--- config.mk ---
export PLATFORM = sky130hd
export DESIGN_NAME = cla_seq_adder
export DESIGN_NICKNAME = d
export VERILOG_FILES = /design/src/rtl/cla_seq_adder.sv
export SDC_FILE = /design/constraint.sdc
export NUM_CORES = 1
export LEC_CHECK = 0
export ABC_AREA = 0
export ABC_CLOCK_PERIOD_IN_PS = 7270
export CAP_MARGIN = 20
export CORE_MARGIN = 2
export CORE_UTILIZATION = 55
export DETAILED_ROUTE_END_ITERATION = 16
export PLACE_DENSITY = 0.95
export SKIP_CTS_REPAIR_TIMING = 1
export SLEW_MARGIN = 20
export SYNTH_ARGS = -nofsm -noshare
export SYNTH_HDL_FRONTEND = slang
export SYNTH_SLANG_ARGS = --single-unit
export TNS_END_PERCENT = 20
--- constraint.sdc ---
create_clock -name clk -period 7.27 [get_ports clk]
set_input_delay 1.0905 -clock clk [delete_from_list [all_inputs] [get_ports clk]]
set_output_delay 1.0905 -clock clk [all_outputs]
set_load 0.05 [all_outputs]
--- src/rtl/cla_seq_adder.sv ---
// Sequential wide adder: NBIT operands are added CHUNK bits per cycle,
// LSB slice first, on a single narrow adder_block with the carry held in a
// register between slices. Valid/ready handshakes on operand and result sides.
//
// Optional feature macro: CLA_SEQ_SUB_EN
//   defined   : in_sub=1 at accept computes a-b (b inverted, initial carry 1)
//   undefined : in_sub is ignored, always a+b, no inverter logic

// Narrow adder: generate/propagate carry chain, small enough to flatten.
module adder_block #(
  parameter int W = 8
) (
  input  logic [W-1:0] a_i,
  input  logic [W-1:0] b_i,
  input  logic         cin_i,
  output logic [W-1:0] s_o,
  output logic         cout_o
);

  logic [W-1:0] g;
  logic [W-1:0] p;
  logic [W:0]   c;

  assign g = a_i & b_i;
  assign p = a_i ^ b_i;

  // Carry for each bit position from generate/propagate terms.
  always_comb begin
    c    = '0;
    c[0] = cin_i;
    for (int i = 0; i < W; i++) begin
      c[i+1] = g[i] | (p[i] & c[i]);
    end
  end

  assign s_o    = p ^ c[W-1:0];
  assign cout_o = c[W];

endmodule

// State table
//   state  | meaning
//   S_IDLE | waiting for operands, in_ready high
//   S_RUN  | adding slice idx_q, carry_q feeds the next slice
//   S_DONE | result presented, waiting for out_ready
module cla_seq_adder #(
  parameter int NBIT  = 32,
  parameter int CHUNK = 8
) (
  input  logic            clk,
  input  logic            rst_n,
  input  logic            in_valid,
  output logic            in_ready,
  input  logic [NBIT-1:0] in_a,
  input  logic [NBIT-1:0] in_b,
  input  logic            in_sub,
  output logic            out_valid,
  input  logic            out_ready,
  output logic [NBIT-1:0] out_s,
  output logic            out_cout,
  output logic            busy
);

  localparam int NCHUNK = NBIT / CHUNK;
  localparam int IW     = (NCHUNK > 1) ? $clog2(NCHUNK) : 1;

  // Reject slice widths that do not tile the operand exactly.
  if ((CHUNK < 1) || (CHUNK > NBIT) || ((NBIT % CHUNK) != 0)) begin : g_bad_param
    $error("cla_seq_adder: NBIT must be a positive multiple of CHUNK");
  end

  typedef enum logic [1:0] {
    S_IDLE = 2'd0,
    S_RUN  = 2'd1,
    S_DONE = 2'd2
  } state_t;

  state_t          state_q, state_d;
  logic [IW-1:0]   idx_q, idx_d;
  logic            carry_q, carry_d;
  logic [NBIT-1:0] a_q, a_d;
  logic [NBIT-1:0] b_q, b_d;
  logic [NBIT-1:0] s_q, s_d;
  logic            cout_q, cout_d;

  logic [CHUNK-1:0] a_sl;
  logic [CHUNK-1:0] b_sl;
  logic [CHUNK-1:0] sum_sl;
  logic             blk_cout;
  logic             last_slice;

  logic             sub_go;
  logic [NBIT-1:0]  b_in;

`ifdef CLA_SEQ_SUB_EN
  assign sub_go = in_sub;
  assign b_in   = in_sub ? ~in_b : in_b;
`else
  logic unused_in_sub;
  assign unused_in_sub = in_sub;
  assign sub_go        = 1'b0;
  assign b_in          = in_b;
`endif

  // Select the operand slices addressed by the current index.
  always_comb begin
    a_sl = '0;
    b_sl = '0;
    for (int k = 0; k < NCHUNK; k++) begin
      if (idx_q == IW'(k)) begin
        a_sl = a_q[k*CHUNK +: CHUNK];
        b_sl = b_q[k*CHUNK +: CHUNK];
      end
    end
  end

  adder_block #(.W(CHUNK)) u_adder (
    .a_i    (a_sl),
    .b_i    (b_sl),
    .cin_i  (carry_q),
    .s_o    (sum_sl),
    .cout_o (blk_cout)
  );

  assign last_slice = (idx_q == IW'(NCHUNK - 1));

  // Next-state and datapath update for the sequencer.
  always_comb begin
    state_d = state_q;
    idx_d   = idx_q;
    carry_d = carry_q;
    a_d     = a_q;
    b_d     = b_q;
    s_d     = s_q;
    cout_d  = cout_q;
    case (state_q)
      S_IDLE: begin
        if (in_valid) begin
          a_d     = in_a;
          b_d     = b_in;
          carry_d = sub_go;
          idx_d   = '0;
          state_d = S_RUN;
        end
      end
      S_RUN: begin
        for (int k = 0; k < NCHUNK; k++) begin
          if (idx_q == IW'(k)) begin
            s_d[k*CHUNK +: CHUNK] = sum_sl;
          end
        end
        carry_d = blk_cout;
        if (last_slice) begin
          cout_d  = blk_cout;
          idx_d   = '0;
          state_d = S_DONE;
        end else begin
          idx_d = idx_q + IW'(1);
        end
      end
      S_DONE: begin
        if (out_ready) begin
          state_d = S_IDLE;
        end
      end
      default: state_d = S_IDLE;
    endcase
  end

  // State and datapath registers; reset discards any in-flight operation.
  always_ff @(posedge clk or negedge rst_n) begin
    if (!rst_n) begin
      state_q <= S_IDLE;
      idx_q   <= '0;
      carry_q <= 1'b0;
      a_q     <= '0;
      b_q     <= '0;
      s_q     <= '0;
      cout_q  <= 1'b0;
    end else begin
      state_q <= state_d;
      idx_q   <= idx_d;
      carry_q <= carry_d;
      a_q     <= a_d;
      b_q     <= b_d;
      s_q     <= s_d;
      cout_q  <= cout_d;
    end
  end

  assign in_ready  = (state_q == S_IDLE);
  assign out_valid = (state_q == S_DONE);
  assign busy      = (state_q != S_IDLE);
  assign out_s     = s_q;
  assign out_cout  = cout_q;

endmodule

=== After elaboration in Yosys (flattened, before gate mapping) ===
Index checks and enable logic that the tools add are counted.

* $add $sub $neg: 1
* Equality and inequality tests: 8
* Multiplexer cells: 17
* Bitwise operators: 19
* Reduce and logical (&&, ||, !) cells: 11

{| class="wikitable"
|+ Operator list
! operator !! number
|-
| 2-to-1 mux 8 bit || 8
|-
| XOR 8 bit || 2
|-
| AND reduction 2 bit || 6
|-
| 2-to-1 mux 2 bit || 5
|-
| bitwise AND 1 bit || 8
|-
| bitwise AND 8 bit || 1
|-
| OR 1 bit || 8
|-
| == test 2 bit, second input constant || 3
|-
| case mux 2 bit (3 select lines) || 1
|-
| == test 2 x 1 -> 1 bit, second input constant || 2
|-
| zero test 2 bit || 2
|-
| != test 2 bit, second input constant || 2
|-
| case mux 2 bit (2 select lines) || 1
|-
| nonzero test 2 bit || 2
|-
| AND reduction 3 bit || 1
|-
| adder 2 x 1 -> 2 bit, second input constant || 1
|-
| != test 2 x 1 -> 1 bit, second input constant || 1
|-
| case mux 1 bit (2 select lines) || 1
|-
| 2-to-1 mux 1 bit || 1
|}

* Register bits after elaboration: 102
* Bits of input ports: 69

=== Depth between registers and ports, before layout ===
Gate-level depths: netlist (run 1).

* Word-level depth: 23
* Mapped depth: 18
* Gate-level depth less buffers: 16

=== Modules after synthesis ===
From an unflattened synthesis (run 1), not the netlist that was laid out.

* Cell total of the unflattened synthesis: 310
* Area total of the unflattened synthesis: 4738.3 µm²

{| class="wikitable"
|+ By module, submodules not included
! module !! times used !! cells each !! area each (µm²) !! sequential area each (µm²)
|-
| cla_seq_adder || 1 || 292 || 4540.6 || 2552.4
|-
| adder_block || 1 || 18 || 197.7 || 0.0
|}

=== Worst setup path before layout (run 1) ===
No wires, ideal clock.

* Kind: register -> register
* Start: reg idx_q[0]
* End: reg s_q[31], in the netlist out_s[31]
* Setup time: 0.125 ns
* Data arrival time: 4.260 ns
* Required time: 7.145 ns
* Path slack: 2.886 ns
* Cell stages (with the launch flop): 18
* Path buffers: 2
* Cells stage by stage: dfrtp_1 > inv_1 > ha_1 > clkbuf_1 > clkbuf_1 > nand3b_1 > a31oi_1 > fa_1 > fa_1 > fa_1 > inv_1 > fa_1 > fa_1 > fa_1 > fa_1 > inv_1 > fa_1 > mux2_2

* Word-level cells in the longest chain between the ends: 21

{| class="wikitable"
|+ RTL lines
! what !! line !! RTL
|-
| start: declaration || 79 || <nowiki>logic [IW-1:0] idx_q, idx_d;</nowiki>
|-
| start signal: assignment || 182 || <nowiki>idx_q <= idx_d;</nowiki>
|-
| zero test 2 bit || 110 || <nowiki>if (idx_q == IW'(k)) begin</nowiki>
|-
| 2-to-1 mux 8 bit (4 in series) || 110 ||
|-
| XOR 8 bit || 25 || <nowiki>assign p = a_i ^ b_i;</nowiki>
|-
| bitwise AND 1 bit || 32 || <nowiki>c[i+1] = g[i] | (p[i] & c[i]);</nowiki>
|-
| OR 1 bit || 32 ||
|-
| bitwise AND 1 bit || 32 ||
|-
| OR 1 bit || 32 ||
|-
| bitwise AND 1 bit || 32 ||
|-
| [3 not listed] || -- ||
|-
| bitwise AND 1 bit || 32 ||
|-
| OR 1 bit || 32 ||
|-
| bitwise AND 1 bit || 32 ||
|-
| OR 1 bit || 32 ||
|-
| bitwise AND 1 bit || 32 ||
|-
| OR 1 bit || 32 ||
|-
| XOR 8 bit * || 36 || <nowiki>assign s_o = p ^ c[W-1:0];</nowiki>
|-
| via sum_sl[7] || 88 || <nowiki>logic [CHUNK-1:0] sum_sl;</nowiki>
|-
| end signal: assignment || 178 || <nowiki>s_q <= '0;</nowiki>
|-
| end signal: assignment || 186 || <nowiki>s_q <= s_d;</nowiki>
|-
| end: declaration || 83 || <nowiki>logic [NBIT-1:0] s_q, s_d;</nowiki>
|}

Mark *: on every way through the listed nets, which the timed path passes. The rest lies on a longest branch.
A chain may end at the register's enable or synchronous reset.

=== Final worst setup path (run 1) ===
* Start: reg idx_q[1]
* End: reg s_q[23], in the netlist out_s[23]

The elaborated chain is that of the path after synthesis.

==> results of run 1 <==
[layer usage]
layer / share of wire, % / vias to the layer above
met5: 0 / -
met4: 1.6 / 0
met3: 5.2 / 15
met2: 50 / 119
met1: 43 / 1539
li1: - / 1379
[cells by family after synthesis]
logic type	Yosys count	share of synthesized area, %
fa+ha+maj	12	4.40
simple gates	60	6.12
mux	82	24.0
flops	102	53.4
compound gates	53	7.30
buf+inv	28	4.79
[area by class of cell]
type                            instances  area, sq um  share of cell area, %
Sequential cell                       102         2550                   42.5
Clock inverter                          7         98.8                   1.65
Clock buffer                            9          124                   2.06
Inverter                                7         26.3                  0.438
Timing Repair Buffer                  105         1060                   17.7
Tap cell                              108          135                   2.25
Multi-Input combinational cell        207         2000                   33.4
[power groups by stage]
| stage | sequential (uW) | combinational (uW) | clock [uW] |
|---|---|---|---|
| after floorplan | 1310 | 1160 | 0 |
| after global placement | 1040 | 1890 | 0 |
| after detailed placement | 1060 | 1970 | 0 |
| after CTS | 1050 | 1980 | 394 |
| after global routing | 1090 | 2140 | 415 |
| final | 1050 | 1980 | 390 |
[Yosys cell counts]
cell	count
a31oi_1	8
inv_1	5
buf_2	2
and2_4	1
mux2i_1	1
nand3b_1	12
o211ai_1	8
fa_1	8
buf_6	1
o21ai_0	17
or2b_2	1
ha_1	4
clkinv_1	1
mux2_2	21
buf_12	7
or2_4	1
nor2_1	3
clkbuf_1	11
mux2_4	60
dfrtp_1	102
and2b_2	1
inv_2	1
o221ai_1	8
o22ai_1	8
nand2b_1	1
nand2_1	40
o21bai_1	1
a22o_1	3
[path summary, 6_finish.rpt]
kind	from	endpoint	slack [ps]
max	idx_q[1]$_DFFE_PN0P_	out_s[23]$_DFFE_PN0P_	2230
min	out_s[11]$_DFFE_PN0P_	out_s[11]$_DFFE_PN0P_	490
max reg2reg	idx_q[1]$_DFFE_PN0P_	out_s[23]$_DFFE_PN0P_	2230
min reg2reg	out_s[11]$_DFFE_PN0P_	out_s[11]$_DFFE_PN0P_	490
max in group asynchronous	rst_n	b_q[17]$_DFFE_PN0P_	5440
min in group asynchronous	rst_n	out_s[24]$_DFFE_PN0P_	730
[registers in the layout, indices dropped and copies added, names as in the netlist]
name,flops
out_s,32
idx_q,2
a_q,32
out_cout,1
b_q,32
state_q,2
carry_q,1
[worst reg2reg max path: cells and delay by family (launching register included)]
family	cells	cell delay, ps
muxes	1	290
AOI/OAI and AO/OA	1	300
buffers and inverters	3	250
DFF	1	440
and+or+nand+nor	1	120
adders and majority gates	9	3510
[through the flow]
stage	cells	util (%)	hold WS [ps]	total power, uW	instance area [sq um]
CTS	544	69.5	491	3430	5970
floorplan	337	-	481	2470	4780
detailed placement	528	66.9	469	3030	5750
global route	545	69.8	527	3640	6000
global placement	528	66.9	460	2930	5750
finish	545	69.8	486	3430	6000
==> results.json, run 1 <==
{
  "clock.fmax_mhz": 199,
  "syn-instance-count": 337,
  "viasPerCell": 5.60,
  "hold_path_class": "reg -> reg",
  "max-slew-margin-rel_pct": 34.3,
  "fp.dieW_microns": 97.2,
  "path_buf_inv": 3,
  "totalWireLength_mm": 10.3,
  "netlist_area_sq_um": 4780,
  "die_y_microns": 97.2,
  "ant_nets": 0,
  "drt_iter0_markers": 213,
  "insertedDiodeCount": 0,
  "rows": 34,
  "area.growth.synth_to_final_pct": 25.5,
  "crit_cells": 15,
  "power.density_nw_per_um2": 571,
  "crit_path_end_kind": "register",
  "top_usage_layer": "met2",
  "antenna_found_initial": 0,
  "clockPowerShare_pct": 11.4,
  "io_pins": 105,
  "grt_use_total_pct": 22.2,
  "cp_max_fo": 33,
  "grt_pass1_vias": 3238,
  "setup.worst_path.start_class": "register",
  "power_frac_comb_pct": 57.9,
  "grt_remaining_overflow": 0,
  "fillers": 578,
  "seqPwrFrac_pct": 30.7,
  "yosys_warnings": 0,
  "netlist.area_leader.share_pct": 53.4,
  "setup_viol": 0,
  "rsz0062_at_grt": "false",
  "io_buffers": 103,
  "use_met1_pct": 30.3,
  "cts_root_buf": "clkbuf_8",
  "r2r_cells": 15,
  "tightest_slew_ps": 986,
  "leakage_uw": 0.00258,
  "fin_crit_sh_pct": 69.3,
  "grt_pass1_wl_mm": 16.6,
  "synth_area_leaders": "dfrtp_1 53%, mux2_4 19%, mux2_2 4.9%",
  "htreeDepth": 3,
  "vias": 3052,
  "yosysSeqAreaShare_pct": 53.4,
  "mostFrequentLayoutCells": "102 x dfrtp_1, 102 x clkdlybuf4s50_1, 60 x mux2_4",
  "cp_slowest_cell": "ha_1",
  "cts_tree": "built",
  "clk_pin_slew_worst_paths_ps": 100,
  "synth_seq_cells": 102,
  "cts_made_buffers": 9,
  "grtUsageMet3_pct": 3.67,
  "criticalPathCategory": "reg -> reg",
  "critPathMostFrequentCell": "fa_1",
  "path_cells": "inv_1, ha_1, nand2_1, a31oi_1, fa_1, fa_1, fa_1, inv_1, fa_1, fa_1, fa_1, fa_1, inv_1, fa_1, mux2_2",
  "pre_cts_ws_ps": 2310,
  "synth.avg_cell_area_sq_um": 14.2,
  "met2_usage_pct": 37.0,
  "finalCriticalPeriod_ps": 5040,
  "core-area_sq_um": 8590,
  "maxSlewViolCount": 0,
  "synthDistinctLibCells": 28,
  "switchingPower_uw": 1470,
  "cts.sinks": 102,
  "hold_violations": 0,
  "worstPathArrival_ps": 5280,
  "cell_internal_pwr_uw": 1960,
  "ir_worst_vdd_uv": 225,
  "grt_max_degree": 65,
  "skew_ps": 8.33,
  "clock_latency_ps": 360,
  "p_sw_share_pct": 42.8,
  "drive_above_1_share_pct": 24.3,
  "status": "finished, final reports clean",
  "setup_tns_ps": 0,
  "drv_cap": 0,
  "die_area_sq_um": 9450,
  "gp_congestion": 0.805,
  "dp_hpwl_mm": 7.47,
  "wl_per_cell_microns": 18.9,
  "hold_path_depth": 2,
  "initial_core_util_pct": 55.6,
  "syn-num-nets": 418,
  "max_stage_delay_ps": 810,
  "firstDrtPassIters": 4,
  "cp.required_ps": 7520,
  "cts.path.max_buffers": 2,
  "yosys.area.top_type": "dfrtp_1",
  "critical_path.top_delay_family": "adder cells",
  "nets": 513,
  "final_critical_path_setup_slack_ps": 2230,
  "drc_errors": 0
}
Power figures use the tool's default switching activity.
==> inputs of run 2 (changes only) <==
ABC_CLOCK_PERIOD_IN_PS = 4000   (was 7270)
CORE_UTILIZATION = 46   (was 55)
PLACE_DENSITY = 0.86   (was 0.95)
clock period = 4 ns   (was 7.27 ns; I/O delays follow)
==> results.json, run 2 (synthesis gave the netlist of run 1 again) <==
{
  "gp_congestion": 0.823,
  "grt_pass1_vias": 3361,
  "mostFrequentLayoutCells": "102 x clkdlybuf4s50_1, 101 x dfrtp_1, 60 x mux2_4",
  "cts_made_buffers": 9,
  "initial_core_util_pct": 46.9,
  "wl_per_cell_microns": 17.9,
  "tightest_slew_ps": 903,
  "rsz0062_at_grt": "true",
  "die_area_sq_um": 11200,
  "area.growth.synth_to_final_pct": 31.0,
  "cts.sinks": 102,
  "worstPathArrival_ps": 4430,
  "die_y_microns": 106,
  "leakage_uw": 0.00267,
  "viasPerCell": 5.30,
  "grt_remaining_overflow": 0,
  "drt_iter0_markers": 155,
  "core-area_sq_um": 10200,
  "finalCriticalPeriod_ps": 4190,
  "fin_crit_sh_pct": 105,
  "status": "finished with violations",
  "drv_cap": 0,
  "violations": "negative setup slack",
  "firstDrtPassIters": 4,
  "antenna_found_initial": 0,
  "final_critical_path_setup_slack_ps": -187,
  "grt_use_total_pct": 19.7,
  "insertedDiodeCount": 0,
  "setup_viol": 5,
  "criticalPathCategory": "reg -> reg",
  "drc_errors": 0,
  "hold_path_class": "in -> async",
  "clock.fmax_mhz": 239,
  "crit_path_end_kind": "register",
  "clock_latency_ps": 350,
  "final_common_cell": "clkdlybuf4s50_1",
  "rows": 37,
  "maxSlewViolCount": 0,
  "power.density_nw_per_um2": 1050,
  "nets": 534,
  "design_area_sq_um": 6260,
  "fp.dieW_microns": 106,
  "vias": 3141,
  "totalWireLength_mm": 10.6,
  "grt_pass1_wl_mm": 17.1,
  "io_buffers": 103,
  "place_area_sq_um": 5980,
  "cts_tree": "built",
  "setup.worst_path.start_class": "register",
  "ir_worst_vdd_uv": 497,
  "hold_violations": 0,
  "cts_root_buf": "clkbuf_8",
  "io_pins": 105,
  "grt_max_degree": 74,
  "dp_hpwl_mm": 8.02,
  "cp.required_ps": 4240,
  "htreeDepth": 3,
  "pre_cts_ws_ps": -306,
  "ant_nets": 0,
  "cp_max_fo": 5,
  "cts.path.max_buffers": 2,
  "clk_pin_slew_worst_paths_ps": 90,
  "max-slew-margin-rel_pct": 39.8,
  "skew_ps": 9.13,
  "drive_above_1_share_pct": 31.9
}
[run 2: cell count changes in the layout (fill, tap and decap cells not counted), sizes merged]
cell / previous run / this run
clkinvlp: 4 / 1
buf: 3 / 24
clkbuf: 9 / 11
[run 2: worst max-delay path: stages, from the launching register on]
cell and delay (ps):
dfrtp_2 480, inv_2 90, ha_2 210, buf_4 130, nor2_4 50, buf_4 130
a31oi_1 230, fa_2 260, fa_2 200, inv_1 60, fa_2 350, fa_2 370
fa_2 350, fa_2 350, inv_2 70, fa_2 450, mux2_2 280
[run 2: worst paths after layout]
path / start / endpoint / slack, ps / cells past startpoint
setup reg to reg: idx_q[0]$_DFFE_PN0P_ / out_s[7]$_DFFE_PN0P_ / -190 / 16
min in group clk: out_s[6]$_DFFE_PN0P_ / out_s[6]$_DFFE_PN0P_ / 500 / 2
setup / recovery: idx_q[0]$_DFFE_PN0P_ / out_s[7]$_DFFE_PN0P_ / -190 / 16
hold / removal: rst_n / a_q[10]$_DFFE_PN0P_ / 360 / 1
max in group asynchronous: rst_n / out_s[9]$_DFFE_PN0P_ / 2710 / 2
hold reg to reg: out_s[6]$_DFFE_PN0P_ / out_s[6]$_DFFE_PN0P_ / 500 / 2
[run 2: cell type report]
class                   count  area [sq um]
multi-input cells         207          2100
inverters                   7          27.5
fillers                   769          3920
repair buffers            126          1210
clock inverters             4          72.6
clock buffers              11           131
flip-flops and latches    102          2550
well taps                 136           170
[run 2: routing by layer]
| metal | vias to the layer above | routed length [microns] | GRT usage (%) |
|---|---|---|---|
| met5 | - | 0 | 0 |
| met4 | 0 | 275 | 7.99 |
| met3 | 20 | 612 | 4.23 |
| met2 | 128 | 5240 | 32.2 |
| met1 | 1564 | 4490 | 25.8 |
| li1 | 1429 | - | - |
[run 2: stage by stage]
step,setup TNS [ps],util [%],hold WS [ps],power (uW),std cells
4_1_cts,-1630,60.7,401,6460,592
5_1_grt,-1340,61.5,432,6980,593
3_5_place_dp,-1440,58.7,477,5760,577
2_1_floorplan,-424,-,304,4590,337
6_report,-726,61.5,363,6560,593
3_3_place_gp,-831,58.7,462,5590,577
[run 2: report_power, final]
part,leakage [uW],total (uW),internal (uW),switching (uW)
registers,0.00122,1940,1570,366
logic,0.00136,3940,1880,2060
clock network,0.0000994,683,349,334
